`config.mk`:
```
export PLATFORM = sky130hd
export DESIGN_NAME = uart_rx_deframer
export DESIGN_NICKNAME = d
export VERILOG_FILES = /design/src/rtl/uart_rx_deframer.sv
export SDC_FILE = /design/constraint.sdc
export NUM_CORES = 1
export LEC_CHECK = 0
export CELL_PAD_IN_SITES_DETAIL_PLACEMENT = 1
export CELL_PAD_IN_SITES_GLOBAL_PLACEMENT = 1
export CORE_ASPECT_RATIO = 1.75
export CORE_MARGIN = 2
export CORE_UTILIZATION = 35
export CTS_CLUSTER_SIZE = 12
export DETAILED_ROUTE_END_ITERATION = 12
export PLACE_DENSITY = 0.67
export SYNTH_ARGS = -nofsm -noshare
export SYNTH_HDL_FRONTEND = slang
export SYNTH_SLANG_ARGS = --single-unit
```
`constraint.sdc`:
```
create_clock -name clk -period 2.1 [get_ports clk]
set_clock_uncertainty 0.05 [all_clocks]
set_input_delay 0.525 -clock clk [delete_from_list [all_inputs] [get_ports clk]]
set_output_delay 0.525 -clock clk [all_outputs]
set_load 0.03 [all_outputs]
```
`src/rtl/uart_rx_deframer.sv`:
```
// UART receiver: two-flop line synchroniser, mid-bit sampling, optional parity,
// and a registered one-cycle rx_valid strobe with parity/framing flags.
module uart_rx_deframer #(
    parameter int CLKS_PER_BIT = 16,
    parameter int DATA_BITS    = 8
) (
    input  logic                 clk,
    input  logic                 rst,
    input  logic                 rx,
    input  logic                 parity_en,
    input  logic                 even_parity,
    output logic [DATA_BITS-1:0] data_out,
    output logic                 rx_valid,
    output logic                 parity_err,
    output logic                 frame_err,
    output logic                 busy
);

    localparam int CNT_W = (CLKS_PER_BIT > 1) ? $clog2(CLKS_PER_BIT) : 1;
    localparam logic [CNT_W-1:0] HALF_M1 = CNT_W'(CLKS_PER_BIT / 2 - 1);
    localparam logic [CNT_W-1:0] FULL_M1 = CNT_W'(CLKS_PER_BIT - 1);
    localparam logic [2:0]       LAST_BIT = 3'(DATA_BITS - 1);

    typedef enum logic [2:0] {
        IDLE   = 3'd0,
        START  = 3'd1,
        DATA   = 3'd2,
        PARITY = 3'd3,
        STOP   = 3'd4
    } state_t;

    state_t               state_q, state_d;
    logic [1:0]           sync_q, sync_d;
    logic [CNT_W-1:0]     clk_cnt_q, clk_cnt_d;
    logic [2:0]           bit_idx_q, bit_idx_d;
    logic [DATA_BITS-1:0] shreg_q, shreg_d;
    logic                 pen_q, pen_d;
    logic                 even_q, even_d;
    logic                 perr_q, perr_d;
    logic [DATA_BITS-1:0] data_out_q, data_out_d;
    logic                 rx_valid_q, rx_valid_d;
    logic                 parity_err_q, parity_err_d;
    logic                 frame_err_q, frame_err_d;
    logic                 rx_s;

    assign rx_s = sync_q[1];

    always_comb begin
        state_d      = state_q;
        sync_d       = {sync_q[0], rx};
        clk_cnt_d    = clk_cnt_q + 1'b1;
        bit_idx_d    = bit_idx_q;
        shreg_d      = shreg_q;
        pen_d        = pen_q;
        even_d       = even_q;
        perr_d       = perr_q;
        data_out_d   = data_out_q;
        rx_valid_d   = 1'b0;
        parity_err_d = parity_err_q;
        frame_err_d  = frame_err_q;

        case (state_q)
            IDLE: begin
                clk_cnt_d = '0;
                if (!rx_s) state_d = START;
            end
            START: begin
                if (clk_cnt_q == HALF_M1) begin
                    clk_cnt_d = '0;
                    if (!rx_s) begin
                        // Frame format is frozen here so mid-frame input changes are harmless.
                        state_d   = DATA;
                        bit_idx_d = '0;
                        pen_d     = parity_en;
                        even_d    = even_parity;
                        perr_d    = 1'b0;
                    end else begin
                        state_d = IDLE;
                    end
                end
            end
            DATA: begin
                if (clk_cnt_q == FULL_M1) begin
                    clk_cnt_d          = '0;
                    shreg_d[bit_idx_q] = rx_s;
                    if (bit_idx_q == LAST_BIT) begin
                        state_d = pen_q ? PARITY : STOP;
                    end else begin
                        bit_idx_d = bit_idx_q + 1'b1;
                    end
                end
            end
            PARITY: begin
                if (clk_cnt_q == FULL_M1) begin
                    clk_cnt_d = '0;
                    perr_d    = rx_s ^ (even_q ? ^shreg_q : ~^shreg_q);
                    state_d   = STOP;
                end
            end
            STOP: begin
                if (clk_cnt_q == FULL_M1) begin
                    clk_cnt_d    = '0;
                    state_d      = IDLE;
                    rx_valid_d   = 1'b1;
                    data_out_d   = shreg_q;
                    frame_err_d  = ~rx_s;
                    parity_err_d = pen_q & perr_q;
                end
            end
            default: begin
                state_d   = IDLE;
                clk_cnt_d = '0;
            end
        endcase
    end

    always_ff @(posedge clk) begin
        if (rst) begin
            state_q      <= IDLE;
            sync_q       <= 2'b11;
            clk_cnt_q    <= '0;
            bit_idx_q    <= '0;
            shreg_q      <= '0;
            pen_q        <= 1'b0;
            even_q       <= 1'b0;
            perr_q       <= 1'b0;
            data_out_q   <= '0;
            rx_valid_q   <= 1'b0;
            parity_err_q <= 1'b0;
            frame_err_q  <= 1'b0;
        end else begin
            state_q      <= state_d;
            sync_q       <= sync_d;
            clk_cnt_q    <= clk_cnt_d;
            bit_idx_q    <= bit_idx_d;
            shreg_q      <= shreg_d;
            pen_q        <= pen_d;
            even_q       <= even_d;
            perr_q       <= perr_d;
            data_out_q   <= data_out_d;
            rx_valid_q   <= rx_valid_d;
            parity_err_q <= parity_err_d;
            frame_err_q  <= frame_err_d;
        end
    end

    assign data_out   = data_out_q;
    assign rx_valid   = rx_valid_q;
    assign parity_err = parity_err_q;
    assign frame_err  = frame_err_q;
    assign busy       = (state_q != IDLE);

endmodule
```
### After elaboration in Yosys (flattened, before gate mapping)

Index checks and enable logic that the tools add are counted.

| word-level totals | value |
|---|---|
| word-level logic and storage cells | 76 |
| output and inout bits | 12 |
| register bits | 34 |
| input bits | 5 |

| cells by class | value |
|---|---|
| muxes and demuxes | 26 |
| equality and inequality tests | 15 |
| add/sub/neg operators | 2 |
| magnitude comparators | 2 |
| bitwise logic cells | 4 |
| reduce and logical (&&, ||, !) cells | 15 |

Operators with widths:

| kind | count |
|---|---|
| 2-to-1 mux 3 bit | 11 |
| != test 2 bit, second input constant | 8 |
| case mux 3 bit (5 select lines) | 1 |
| bitwise mux 8 bit | 1 |
| 2-to-1 mux 4 bit | 2 |
| case mux 4 bit (2 select lines) | 1 |
| XNOR reduction 8 bit | 1 |
| XOR reduction 8 bit | 1 |
| equality test 3 x 2 -> 1 bit, second input constant | 2 |
| equality test 3 bit, second input constant | 2 |
| 2-to-1 mux 1 bit | 6 |
| case mux 3 bit (2 select lines) | 1 |
| AND reduction 6 bit | 1 |
| AND reduction 5 bit | 1 |
| adder 4 x 1 -> 4 bit, second input constant | 1 |
| equality test 4 x 3 -> 1 bit, second input constant | 1 |
| equality test 4 bit, second input constant | 1 |
| < comparator 3 x 4 -> 1 bit, second input constant | 1 |
| AND reduction 2 bit | 2 |
| AND reduction 4 bit | 1 |
| nonzero test 2 bit | 2 |
| adder 3 x 1 -> 3 bit, second input constant | 1 |
| demux 1 bit (select 3 bit) | 1 |
| equality test 3 x 1 -> 1 bit, second input constant | 1 |
| other kinds (12) | 13 |

### Longest topological paths before layout

| depth | value |
|---|---|
| word-level depth | 5 |
| depth in mapped cells | 7 |
| gate-level depth less buffers | 6 |

### Worst setup path before layout

No wires, ideal clock.

| timing | value |
|---|---|
| kind | register to register |
| from | register bit_idx_q[0] |
| to | register bit_idx_q[0] |
| arrival | 1589 ps |
| setup slack | 391 ps |
| period minus slack after synthesis | 1709 ps |
| buffers on the path | 0 |
| setup time | 70 ps |
| stages on the path, launching flop included | 7 |
| data required time | 1980 ps |
| cell sequence | dfxtp_1 -> ha_1 -> ha_1 -> and4bb_1 -> o2111ai_1 -> or3_1 -> a21oi_1 |

| on the way | value |
|---|---|
| word-level cells in the longest chain between the ends | 4 |
| elaborated cells between the ends (all ways) | 7 |
| those cells by class | add/sub (1); eq/ne (2); mux (3); reduce/logical (1) |

Ends and longest elaborated chain:

| element | line | text |
|---|---|---|
| start, declared | 35 | `logic [2:0] bit_idx_q, bit_idx_d;` |
| start signal, assigned | 135 | `bit_idx_q <= bit_idx_d;` |
| adder 3 x 1 -> 3 bit | 89 | `bit_idx_d = bit_idx_q + 1'b1;` |
| 2-to-1 mux 3 bit | 86 | `if (bit_idx_q == LAST_BIT) begin` |
| 2-to-1 mux 3 bit | 83 | `if (clk_cnt_q == FULL_M1) begin` |
| case mux 3 bit (2 select lines) | 62 | `case (state_q)` |

Parallel ways exist; a longest one is shown, timed or not. The select of a mux whose other input is x is not followed.
A chain may end at the register's enable or synchronous reset.

### Final worst setup path

Ends and elaborated chain as after synthesis.

==> summary.txt <==
CTS
  • CTS Buf Count: 5
  • Worst-path clk slew: roughly 0.07 ns
  • H-tree Lvls: 2
  • CTS Buffer Depth: 2
  • Post-CTS Repair Setup Buffers: 0
  • CTS Root Buffer Type: clkbuf_8
  • Skew-Pair Late Insertion Delay: roughly 0.28 ns
  • CTS tree: built
  • # clock sinks: 34

Yosys
  • Syn Area/Cell: around 9 sq um
  • Mapped Cells: 187
  • Synth area leader: dfxtp_1
  • Most frequent cells after synthesis: 34 x dfxtp_1, 25 x nand2_1, 14 x a21oi_1
  • Synth warnings: 0
  • EDFF count, synth: 0
  • Post-synth ARST share: 0
  • Unique masters post-synth: between 40 and 50
  • Cell area after synthesis: about 1600 sq um
  • Seq cells post-synth: 34
  • Most common cell in the synthesized netlist: dfxtp_1
  • Register area share after synthesis: 0.4131
  • Top FF cell, synth: dfxtp_1
  • Synth area leaders: dfxtp_1 41%, mux2i_1 7.3%, nand2_1 5.7%
  • Syn Nets: slightly below 200
  • Share of the synthesized area in the top cell type: 0.4131

STA
  • Slew Limit Headroom: 0.6758
  • Finish-stage setup viols: 0
  • Max Fclk: roughly 500 MHz
  • Final period utilization: 0.9298
  • RSZ-0062 raised after global routing: false
  • Min Tclk post-route: ~2 ns
  • Final count of pins violating max slew: 0
  • Worst-Margin Slew: about 0.48 ns
  • Final hold violations: 0
  • Fin worst setup slack: between 0.1 and 0.15 ns
  • TNS Setup: 0 ns

Placed design
  • Dpl hpwl: 2.945 mm
  • Port Buffers: 16
  • Dpl ws: ~0.21 ns
  • Post-place instance area: between 1500 and 2000 sq um
  • Placer congestion estimate: 0.7601

Power
  • Leak: ~0.77 nW
  • PD cells: around 750 nW/um^2
  • Power consumption: ~1.5 mW
  • Peak VDD IR: roughly 0.54 mV

Global route
  • Initial antenna violation count: 0
  • Global-route wire length before repair: 6.762 mm
  • Gr ovfl total: 0
  • Largest net degree at the start of global routing: 36
  • Vias in the first global route: around 1.4k
  • Tot GR Track Use: 0.1641

Route
  • DR WL/cell: ~15 um
  • Via density per instance: around 5.3
  • DRT antenna net count: 0
  • Initial DRC count: 21
  • Routed wire length: approximately 3.9 mm
  • DR DRC count: 0
  • Drt pass-1 iters: 4
  • Routed vias: between 1k and 1.5k

Hold path
  • Hold/Removal Path Class: reg2reg

Final layout
  • Layout area overhead: 19.74%
  • Nets: 215
  • Final core utilization: 0.4267
  • Proportion of layout cells with a drive suffix above 1: 0.1014
  • Fin area: 1973 sq um
  • Reg area: 680.7 sq um
  • Number of diodes: 0
  • Multi-input logic area: ~900 sq um
  • Fill cells: 550

Floorplan
  • Die Width: about 56 um
  • IO Pins: 17
  • Die footprint: 5295 sq um
  • Die H: 94.77 um
  • Rows: 33
  • Initial Util: 0.3563
  • Placeable Area: 4624 sq um

Setup path
  • Crit path top cell by count: ha_1
  • CP Cell Sequence: ha_1, ha_1, and4bb_1, o2111ai_1, or3_1, a21oi_1
  • FF-to-FF setup slack: approximately 0.15 ns
  • Slowest Stage Delay on Critical Path: slightly below 0.4 ns
  • Worst Path Required: around 2.3 ns
  • Crit end category: flop
  • Arr. time, crit path: 2.12 ns
  • Cell type of the slowest stage on the worst timing path: dfxtp_1
  • Max FO, Critical Path: 8
  • Critical path startpoint category: flop
  • CP Class: reg2reg

Status
  • Status: completed

Job
  • Max-Cap Viols: 0
-- metrics by stage --
stage	cells	hold slack, ns
floorplan	187	0.3395
global placement	252	0.3479
detailed placement	252	0.3466
CTS	259	0.3664
global route	259	0.3737
finish	259	0.3629
-- worst paths after layout --
check	from	end	cells past startpoint
worst max-delay path	bit_idx_q[0]	bit_idx_q[0]	6
worst min-delay path	sync_q[0]	sync_q[1]	1
worst max register to register	bit_idx_q[0]	bit_idx_q[0]	6
worst min register to register	sync_q[0]	sync_q[1]	1
-- report_power, final --
part           internal [mW]  total, mW  switching (mW)
Sequential             0.668      0.686          0.0184
Combinational          0.139      0.338           0.199
Clock                  0.222      0.452           0.230
-- kinds of logic after synthesis --
family | count (synthesis) | synth area share
and+or+nand+nor | 87 | 0.2908
muxes | 12 | 0.07290
AOI/OAI and AO/OA | 27 | 0.09948
adders and majority gates | 3 | 0.02278
DFF | 34 | 0.4131
xor gates and xnor gates | 10 | 0.06151
buffers and inverters | 14 | 0.03948
-- area by class of cell --
cell class | instances | share of cell area
inverter | 3 | 0.005707
timing repair buffer | 24 | 0.1192
sequential | 34 | 0.3450
tap | 52 | 0.03297
clock buffer | 5 | 0.03488
clock inverter | 2 | 0.005073
multi-input combinational | 139 | 0.4572
-- flip-flops by register name, summed over array words and instances, names as in the netlist --
register / flops
bit_idx_q: 3
clk_cnt_q: 4
data_out: 8
even_q: 1
frame_err: 1
parity_err: 1
pen_q: 1
perr_q: 1
rx_valid: 1
shreg_q: 8
state_q: 3
sync_q: 2
-- placed cells by master, fill, tap and decap left out, drive strengths merged, types with 2 or more instances in the layout --
master / instances
inv: 3
or3: 2
a21oi: 14
and3: 2
dfxtp: 34
nand2b: 3
nand3b: 2
nor2b: 6
or3b: 2
a311oi: 2
nand4: 6
nand3: 5
nor3b: 3
clkbuf: 5
o21ai: 5
nand2: 25
ha: 3
nor3: 6
nor4: 2
xnor2: 7
clkinv: 2
mux2i: 12
clkdlybuf4s50: 15
buf: 8
xor2: 2
or2: 5
nor2: 13
-- worst max-delay path, delay by kind of cell (launching register included) --
kind / cells / cell delay [ns]
DFF: 1 / 0.39
and+or+nand+nor: 2 / 0.67
adders and majority gates: 2 / 0.43
AOI/OAI and AO/OA: 2 / 0.36
-- layer usage --
metal,part of all wire,GRT usage,up-vias
met3,0.021,0.03425,8
met4,0.020,0.06349,0
met2,0.56,0.3075,15
li1,-,-,693
met1,0.40,0.1785,662
met5,0,0,-
-- timing repair --
| action | in CTS | in global routing |
|---|---|---|
| hold buffers | 0 | 0 |
| endpoints found under the setup margin | 0 | 1 |
| gates resized for setup | 0 | 1 |
Note: power is estimated with default switching activity, not from simulation.
